File: src/rtl/ro_sampler_ctrl.sv
// Ring-oscillator sampling controller: enables the RO bank, warms it up, samples the
// synchronized outputs, packs XOR-reduced bits into words and flags a stuck source.
module ro_sampler_ctrl #(
  parameter int NUM_RO        = 8,
  parameter int WARMUP_CYCLES = 64,
  parameter int SAMPLE_DIV    = 4,
  parameter int WORD_W        = 32,
  parameter int STUCK_LIMIT   = 16
) (
  input  logic              clk,
  input  logic              rst,
  input  logic              start,
  input  logic [NUM_RO-1:0] ro_in,
  output logic [NUM_RO-1:0] ro_en,
  output logic [WORD_W-1:0] rnd_data,
  output logic              rnd_valid,
  input  logic              rnd_ready,
  output logic              busy,
  output logic              stuck_err
);

  localparam int WCW = $clog2(WARMUP_CYCLES);
  localparam int DCW = (SAMPLE_DIV > 1) ? $clog2(SAMPLE_DIV) : 1;
  localparam int BCW = $clog2(WORD_W);
  localparam int RCW = $clog2(STUCK_LIMIT + 1);

  localparam logic [WCW-1:0] WARM_LAST = WCW'(WARMUP_CYCLES - 1);
  localparam logic [WCW-1:0] WARM_ONE  = WCW'(1);
  localparam logic [DCW-1:0] DIV_LAST  = DCW'(SAMPLE_DIV - 1);
  localparam logic [DCW-1:0] DIV_ONE   = DCW'(1);
  localparam logic [BCW-1:0] BIT_LAST  = BCW'(WORD_W - 1);
  localparam logic [BCW-1:0] BIT_ONE   = BCW'(1);
  localparam logic [RCW-1:0] RUN_MAX   = RCW'(STUCK_LIMIT);
  localparam logic [RCW-1:0] RUN_ONE   = RCW'(1);

  localparam logic [1:0] ST_IDLE   = 2'd0;
  localparam logic [1:0] ST_WARMUP = 2'd1;
  localparam logic [1:0] ST_SAMPLE = 2'd2;
  localparam logic [1:0] ST_HOLD   = 2'd3;

  logic [1:0]        state;
  logic [1:0]        state_nxt;
  logic [NUM_RO-1:0] sync1;
  logic [NUM_RO-1:0] sync2;
  logic [WCW-1:0]    warm_cnt;
  logic [DCW-1:0]    div_cnt;
  logic [BCW-1:0]    bit_cnt;
  logic [WORD_W-1:0] shreg;
  logic [WORD_W-1:0] shift_word;
  logic [RCW-1:0]    run_cnt;
  logic [RCW-1:0]    run_nxt;
  logic              prev_bit;
  logic              raw_bit;
  logic              sample_tick;
  logic              word_done;
  logic              xfer;

  assign raw_bit = ^sync2;

  // Next-state decode, sample strobes and run-length update
  always_comb begin
    state_nxt   = state;
    sample_tick = 1'b0;
    word_done   = 1'b0;
    xfer        = 1'b0;
    shift_word  = {shreg[WORD_W-2:0], raw_bit};
    case (state)
      ST_IDLE: begin
        if (start) state_nxt = ST_WARMUP;
        else       state_nxt = ST_IDLE;
      end
      ST_WARMUP: begin
        if (!start)                     state_nxt = ST_IDLE;
        else if (warm_cnt == WARM_LAST) state_nxt = ST_SAMPLE;
        else                            state_nxt = ST_WARMUP;
      end
      ST_SAMPLE: begin
        if (!start) begin
          state_nxt = ST_IDLE;
        end else begin
          sample_tick = (div_cnt == DIV_LAST);
          word_done   = sample_tick && (bit_cnt == BIT_LAST);
          if (word_done) state_nxt = ST_HOLD;
          else           state_nxt = ST_SAMPLE;
        end
      end
      ST_HOLD: begin
        xfer = rnd_valid && rnd_ready;
        if (xfer) state_nxt = start ? ST_SAMPLE : ST_IDLE;
        else      state_nxt = ST_HOLD;
      end
      default: state_nxt = ST_IDLE;
    endcase
    // A cleared run counter means no previous bit to compare against yet
    if (run_cnt == {RCW{1'b0}})  run_nxt = RUN_ONE;
    else if (raw_bit == prev_bit) run_nxt = (run_cnt == RUN_MAX) ? run_cnt : run_cnt + RUN_ONE;
    else                          run_nxt = RUN_ONE;
  end

  // State, synchronizers, counters and registered outputs
  always_ff @(posedge clk) begin
    if (rst) begin
      state     <= ST_IDLE;
      sync1     <= {NUM_RO{1'b0}};
      sync2     <= {NUM_RO{1'b0}};
      warm_cnt  <= {WCW{1'b0}};
      div_cnt   <= {DCW{1'b0}};
      bit_cnt   <= {BCW{1'b0}};
      shreg     <= {WORD_W{1'b0}};
      run_cnt   <= {RCW{1'b0}};
      prev_bit  <= 1'b0;
      ro_en     <= {NUM_RO{1'b0}};
      rnd_data  <= {WORD_W{1'b0}};
      rnd_valid <= 1'b0;
      busy      <= 1'b0;
      stuck_err <= 1'b0;
    end else begin
      sync1 <= ro_in;
      sync2 <= sync1;
      state <= state_nxt;
      ro_en <= (state_nxt != ST_IDLE) ? {NUM_RO{1'b1}} : {NUM_RO{1'b0}};
      busy  <= (state_nxt != ST_IDLE);
      case (state)
        ST_IDLE: begin
          warm_cnt <= {WCW{1'b0}};
          run_cnt  <= {RCW{1'b0}};
        end
        ST_WARMUP: begin
          warm_cnt <= warm_cnt + WARM_ONE;
          div_cnt  <= {DCW{1'b0}};
          bit_cnt  <= {BCW{1'b0}};
        end
        ST_SAMPLE: begin
          if (!start) begin
            div_cnt <= {DCW{1'b0}};
            bit_cnt <= {BCW{1'b0}};
          end else begin
            div_cnt <= sample_tick ? {DCW{1'b0}} : div_cnt + DIV_ONE;
            if (sample_tick) begin
              shreg    <= shift_word;
              bit_cnt  <= word_done ? {BCW{1'b0}} : bit_cnt + BIT_ONE;
              prev_bit <= raw_bit;
              run_cnt  <= run_nxt;
              if (run_nxt == RUN_MAX) stuck_err <= 1'b1;
              if (word_done) begin
                rnd_valid <= 1'b1;
                rnd_data  <= shift_word;
              end
            end
          end
        end
        ST_HOLD: begin
          if (xfer) begin
            rnd_valid <= 1'b0;
            div_cnt   <= {DCW{1'b0}};
            bit_cnt   <= {BCW{1'b0}};
          end
        end
        default: ;
      endcase
    end
  end

endmodule

File: config.mk
export PLATFORM = sky130hd
export DESIGN_NAME = ro_sampler_ctrl
export DESIGN_NICKNAME = d
export VERILOG_FILES = /design/src/rtl/ro_sampler_ctrl.sv
export SDC_FILE = /design/constraint.sdc
export NUM_CORES = 1
export LEC_CHECK = 0
export ABC_AREA = 1
export CAP_MARGIN = 20
export CORE_ASPECT_RATIO = 1.5
export CORE_MARGIN = 4
export CORE_UTILIZATION = 45
export CTS_CLUSTER_DIAMETER = 80
export DETAILED_ROUTE_END_ITERATION = 6
export PLACE_DENSITY = 0.7
export SKIP_LAST_GASP = 1
export SYNTH_ARGS = -nofsm -noshare
export SYNTH_HDL_FRONTEND = slang
export SYNTH_SLANG_ARGS = --single-unit
File: constraint.sdc
create_clock -name clk -period 1.4 [get_ports clk]
set_input_delay 0.21 -clock clk [delete_from_list [all_inputs] [get_ports clk]]
set_output_delay 0.21 -clock clk [all_outputs]
set_load 0.005 [all_outputs]
==> qor.yml, run 1 <==
hold_viol: 0
relSlewSlack_pct: 79.35
boundaryPins: 55
postRouteAntennaNets: 0
rsz0062_at_grt: "true"
finalCritPeriodShare_pct: 103.2
cts_root_buf: "clkbuf_16"
path_class: "reg -> reg"
clkSinkCount: 102
maxCapViolations: 0
dp_hpwl_um: 5534
die_width_um: 85.18
nNetsFinal: 631
diodes: 0
syn_inst: 542
worst-r2r-cell-count: 8
routabilityCongestion: 0.8300
p_per_area_nw_per_um2: 1055
wl_per_cell_um: 11.49
grt_pass1_vias: 3339
grt.overflow.total: 0
setup_ws_ns: -0.04445
vias: 3566
arrival_ns: 1.68
power.total_mw: 5.716
grt_max_degree: 62
cts_tree: "yes"
reg2reg_from: "bit_cnt[0]$_SDFFE_PP0P_"
crit_path_start_kind: "flop"
clk_latency_ns: 0.34
fmax_ghz: 0.6923
die_area_um2: 10540
drive_above_1_share_pct: 21.84
status: "finished, violations left"
drc: 0
syn_nets: 560
slew_violations: 0
synth_cell_types: 27
finalWirelength_um: 8362
track_usage_pct: 15.75
tightest_slew_ns: 0.3093
cp.required_ns: 1.63
ir_drop_v: 0.0008037
start_util_pct: 45.81
die_h_um: 123.8
skew_ns: 0.006114
clkTransAtPathRegs_ns: 0.06
synth_area_um2: 4020
crit_fanout: 30
min_path_cells: 3
setup.worst_path.end_class: "flop"
r2r-end: "rnd_data[23]$_SDFFE_PP0P_"
fin_cells: 728
yosysWarnings: 0
htree_levels: 3
hold_path_class: "in -> reg"
hp-start: "ro_in[2]"
setup_viol_count_final: 34
syn_to_final_growth_pct: 34.80
ys_seq_area_share_pct: 50.79
viasPerCell: 4.898
numPortBuffers: 54
numCtsBuffers: 9
fill_cells: 740
r2r_setup_slack_ns: -0.04
design.core.area_um2: 8776
dp.cells: 703
min_to: "sync1[2]$_SDFF_PP0_"
grt_antenna_before_repair: 0
p_leak_nw: 2.590
grt_pass1_wl_um: 13540
dr.pass1.iters: 5
synth-seq-cells: 102
period_needed_ns: 1.444
cts_buffer_depth: 2
syn_area_per_cell_um2: 7.417
first_iter_violations: 184
num_rows: 42
violations: "setup timing"
cells in the mapped netlist:
cell type	n	share of area (%)
nor3_1	5	0.62
a31oi_1	2	0.31
nand3_1	10	1.2
or2_2	1	0.16
nand2_2	2	0.31
a21oi_1	16	2.0
xor2_1	4	0.87
ha_1	6	1.9
inv_1	45	4.2
o21ai_0	68	8.5
inv_4	1	0.16
buf_4	11	2.1
nand3b_1	1	0.19
nand4_1	4	0.62
nor2_4	1	0.28
dfxtp_1	102	51
a211oi_1	3	0.56
a221oi_1	1	0.22
and3_1	1	0.16
nand2_4	1	0.28
nor2_2	3	0.47
clkbuf_1	17	1.6
buf_6	2	0.56
buf_2	3	0.37
nor2_1	154	14
nand2_1	73	6.8
inv_2	5	0.47
flip-flops by register name, summed over array words and instances, names as in the netlist:
name,count
warm_cnt,6
run_cnt,5
rnd_valid,1
state,2
stuck_err,1
bit_cnt,5
sync1,8
shreg,31
ro_en,1
div_cnt,2
rnd_data,32
sync2,8
kinds of logic after synthesis:
family	Yosys count	synth area share [%]
AOI/OAI and AO/OA	90	11.55
xor gates and xnor gates	4	0.8714
adders and majority gates	6	1.867
buffers and inverters	84	9.399
DFF	102	50.79
and+or+nand+nor	256	25.52
metal layers:
metal	part of all wire, %	vias to the layer above	global-route usage, %	routed length, um
met1	40	1619	16.16	3368
met2	52	91	29.28	4317
met3	5.4	20	3.971	454
li1	-	1836	-	-
met4	2.6	0	7.921	221
met5	0	-	0	0
report_power, final:
group	total [mW]	switching [mW]	internal (mW)
Combinational	0.307	0.165	0.141
Clock	2.46	1.06	1.40
Sequential	2.95	0.0170	2.93
worst max-delay path, cell delays in order (launching register included):
cell and delay, ns:
dfxtp_2 0.35, ha_4 0.14, nand2_2 0.05, nor2_1 0.10, ha_2 0.22, nand2_4 0.10, buf_12 0.18, o21ai_0 0.15
nor2_1 0.05
area by class of cell:
| cell class | instances | area [um2] | area share, % |
|---|---|---|---|
| clock buffers | 10 | 229.0 | 4.225 |
| well taps | 110 | 137.6 | 2.540 |
| repair buffers | 93 | 925.9 | 17.09 |
| multi-input cells | 356 | 1779 | 32.83 |
| inverters | 51 | 203.9 | 3.764 |
| flip-flops and latches | 102 | 2072 | 38.24 |
| clock inverters | 6 | 71.32 | 1.316 |
worst max path at each step:
stage	start	end	slack, ns	cells after the start
3_3_place_gp	start	stuck_err$_SDFFE_PP0P_	-0.23	10
5_1_grt	state[1]$_SDFF_PP0_	stuck_err$_SDFFE_PP0P_	-0.11	11
4_1_cts	ro_en[6]$_SDFF_PP0_	ro_en[2]	-0.06	1
2_1_floorplan	state[1]$_SDFF_PP0_	run_cnt[4]$_SDFFE_PP0P_	0.04	12
6_report	bit_cnt[0]$_SDFFE_PP0P_	rnd_data[23]$_SDFFE_PP0P_	-0.04	8
3_5_place_dp	start	rnd_data[12]$_SDFFE_PP0P_	-0.26	9
cells in the final DEF (no fill, tap or decap), drive strengths merged:
cell type and count:
xor2 4, a221oi 1, nand3b 1, o21ai 68, clkbuf 11, buf 38
clkdlybuf4s50 15, bufinv 1, and3 1, a31oi 2, dfxtp 102, clkinvlp 2
nand3 10, nor3 5, ha 6, dlymetal6s2s 17, clkinv 2, a21oi 16
dlygate4sd2 22, nor2 158, a211oi 3, nand4 4, nand2 76, inv 52
or2 1
through the flow:
| stage | util [%] | worst slack (ns) | hold WS, ns | TNS, ns | instance area (um2) |
|---|---|---|---|---|---|
| after global placement | 54.43 | -0.2255 | 0.3887 | -10.34 | 4777 |
| after global routing | 61.75 | -0.1055 | 0.3844 | -3.149 | 5419 |
| after detailed placement | 54.43 | -0.2595 | 0.3949 | -12.60 | 4777 |
| final | 61.75 | -0.04445 | 0.3859 | -0.6644 | 5419 |
| after CTS | 58.21 | -0.06433 | 0.3710 | -0.5065 | 5109 |
| after floorplan | - | 0.04352 | 0.3170 | 0 | 4020 |
timing repair:
item	in CTS	in global routing
pin swaps	1	24
setup endpoints to repair	71	76
cloned	0	1
hold buffers	0	0
buffers inserted	1	8
gates resized for setup	66	94
Power figures use the tool's default switching activity.
==> inputs of run 2 (changes only) <==
Settings changed: REMOVE_ABC_BUFFERS from default to 1.
==> run 2 against run 1 <==
The run still ends with setup timing left. Wire length decreased by 0.48%. Combinational power about the same. Highest routed layer unchanged. Worst hold slack about the same. Maximum frequency decreased by 1.6%. Flip-flop and latch count unchanged. Global-route usage increased by 0.15 points. Register-to-register slack got worse by 0.02 ns. Largest power group unchanged. Worst setup slack got worse by 0.024 ns. Cell area increased by 0.23%.
==> qor.yml, run 2 (synthesized netlist as in run 1, its figures left out) <==
reg_top3: "rnd_data x32, shreg x31"  # unchanged
hold_path_class: "in -> reg"  # unchanged
violations: "setup timing"  # unchanged
die_area_um2: 10540  # unchanged
numCtsBuffers: 9  # unchanged
nNetsFinal: 631  # unchanged
top_register: "rnd_data"  # unchanged
fmax_ghz: 0.6811  # was 0.6923 GHz
grt_pass1_vias: 3171  # was 3339
cp.required_ns: 1.67  # was 1.63 ns
maxCapViolations: 0  # unchanged
design.core.area_um2: 8776  # unchanged
htree_levels: 3  # unchanged
die_width_um: 85.18  # unchanged
grt_max_degree: 66  # was 62
dp_hpwl_um: 5393  # was 5534 um
layout_common_cells: "nor2_1, dfxtp_1, nand2_1"  # unchanged
die_h_um: 123.8  # unchanged
crit_path_start_kind: "flop"  # unchanged
drc: 0  # unchanged
pre_cts_ws_ns: -0.2760  # was -0.2595 ns
tightest_slew_ns: 0.2773  # was 0.3093 ns
num_rows: 42  # unchanged
fill_cells: 750  # was 740
viasPerCell: 4.795  # was 4.898
holdWs_ns: 0.3855  # was 0.3859 ns
start_util_pct: 45.81  # unchanged
p_leak_nw: 2.619  # was 2.590 nW
cts_root_buf: "clkbuf_16"  # unchanged
first_iter_violations: 132  # was 184
crit_fanout: 4  # was 30
largest_reg_flops: 32  # unchanged
dr.pass1.iters: 4  # was 5
numPortBuffers: 54  # unchanged
rsz0062_at_grt: "true"  # unchanged
grt_antenna_before_repair: 0  # unchanged
skew_ns: 0.005618  # was 0.006114 ns
slew_violations: 0  # unchanged
grt_pass1_wl_um: 13610  # was 13540 um
period_needed_ns: 1.468  # was 1.444 ns
routabilityCongestion: 0.8155  # was 0.8300
cts_tree: "yes"  # unchanged
hold_buffers: 0  # unchanged
place_area_um2: 4817  # was 4777 um2
diodes: 0  # unchanged
track_usage_pct: 15.90  # was 15.75%
p_per_area_nw_per_um2: 1036  # was 1055 nW/um2
syn_to_final_growth_pct: 35.11  # was 34.80%
setup.worst_path.end_class: "flop"  # unchanged
final_area_um2: 5431  # was 5419 um2
power.total_mw: 5.627  # was 5.716 mW
status: "finished, violations left"  # unchanged
setup_ws_ns: -0.06829  # was -0.04445 ns
setup_viol_count_final: 12  # was 34
boundaryPins: 55  # unchanged
clkSinkCount: 102  # unchanged
drive_above_1_share_pct: 21.39  # was 21.84%
cts_buffer_depth: 2  # unchanged
clk_latency_ns: 0.34  # about the same
vias: 3486  # was 3566
grt.overflow.total: 0  # unchanged
finalWirelength_um: 8322  # was 8362 um
wl_per_cell_um: 11.45  # was 11.49 um
arrival_ns: 1.74  # was 1.68 ns
clkTransAtPathRegs_ns: 0.06  # about the same
postRouteAntennaNets: 0  # unchanged
hold_viol: 0  # unchanged
path_class: "reg -> reg"  # unchanged
ir_drop_v: 0.0007498  # was 0.0008037 V
finalCritPeriodShare_pct: 104.9  # was 103.2%
layout_commonest_cell: "nor2_1"  # unchanged
relSlewSlack_pct: 81.51  # was 79.35%
==> run 2: routing by layer <==
layer	part of all wire, %	vias up	routed length [um]	global-route usage, %
met5	0	-	0	0
met4	2.2	0	182	5.842
met3	4.4	14	370	4.567
met2	52	58	4353	29.57
met1	41	1577	3416	16.87
li1	-	1837	-	-
==> run 2: critical path, cell delays in order, from the launching register on <==
cell	delay, ns
dfxtp_2	0.35
ha_4	0.14
nand2_2	0.05
nor2_2	0.09
ha_2	0.21
nand2_4	0.09
buf_4	0.14
buf_6	0.11
nand2_4	0.05
a31oi_4	0.03
a21oi_1	0.14
==> run 2: path summary, 6_finish.rpt <==
kind | from | end | slack, ns | cells after the start
worst max-delay path | bit_cnt[1]$_SDFFE_PP0P_ | ro_en[6]$_SDFF_PP0_ | -0.07 | 10
worst min-delay path | ro_in[1] | sync1[1]$_SDFF_PP0_ | 0.39 | 3
worst max register to register | bit_cnt[1]$_SDFFE_PP0P_ | ro_en[6]$_SDFF_PP0_ | -0.07 | 10
worst min register to register | sync1[0]$_SDFF_PP0_ | sync2[0]$_SDFF_PP0_ | 0.40 | 2
==> run 2: repair_timing <==
item | in CTS | in global routing
pin swaps | 6 | 19
cloned | 1 | 0
resized for setup | 60 | 88
endpoints found under the setup margin | 66 | 98
buffers inserted | 0 | 6
==> run 2: stage by stage <==
step / utilization (%) / setup TNS (ns) / instances
finish: 61.89 / -0.2965 / 727
floorplan: - / -33.74 / 509
CTS: 58.94 / -3.149 / 721
global route: 61.89 / -3.429 / 727
global placement: 54.89 / -9.774 / 705
detailed placement: 54.89 / -12.00 / 705
==> run 2: cell type report <==
class	count	area (um2)	area share, %
sequential	102	2082	38.33
multi-input combinational	356	1762	32.43
timing repair buffer	93	967.2	17.81
clock buffer	11	232.7	4.285
inverter	51	201.4	3.709
tap	110	137.6	2.534
clock inverter	4	48.80	0.8984
==> run 2: report_power, final <==
part | internal, mW | switching, mW | total, mW
combinational | 0.143 | 0.161 | 0.304
clock | 1.37 | 1.00 | 2.38
sequential | 2.93 | 0.0182 | 2.95
total | 4.45 | 1.18 | 5.63
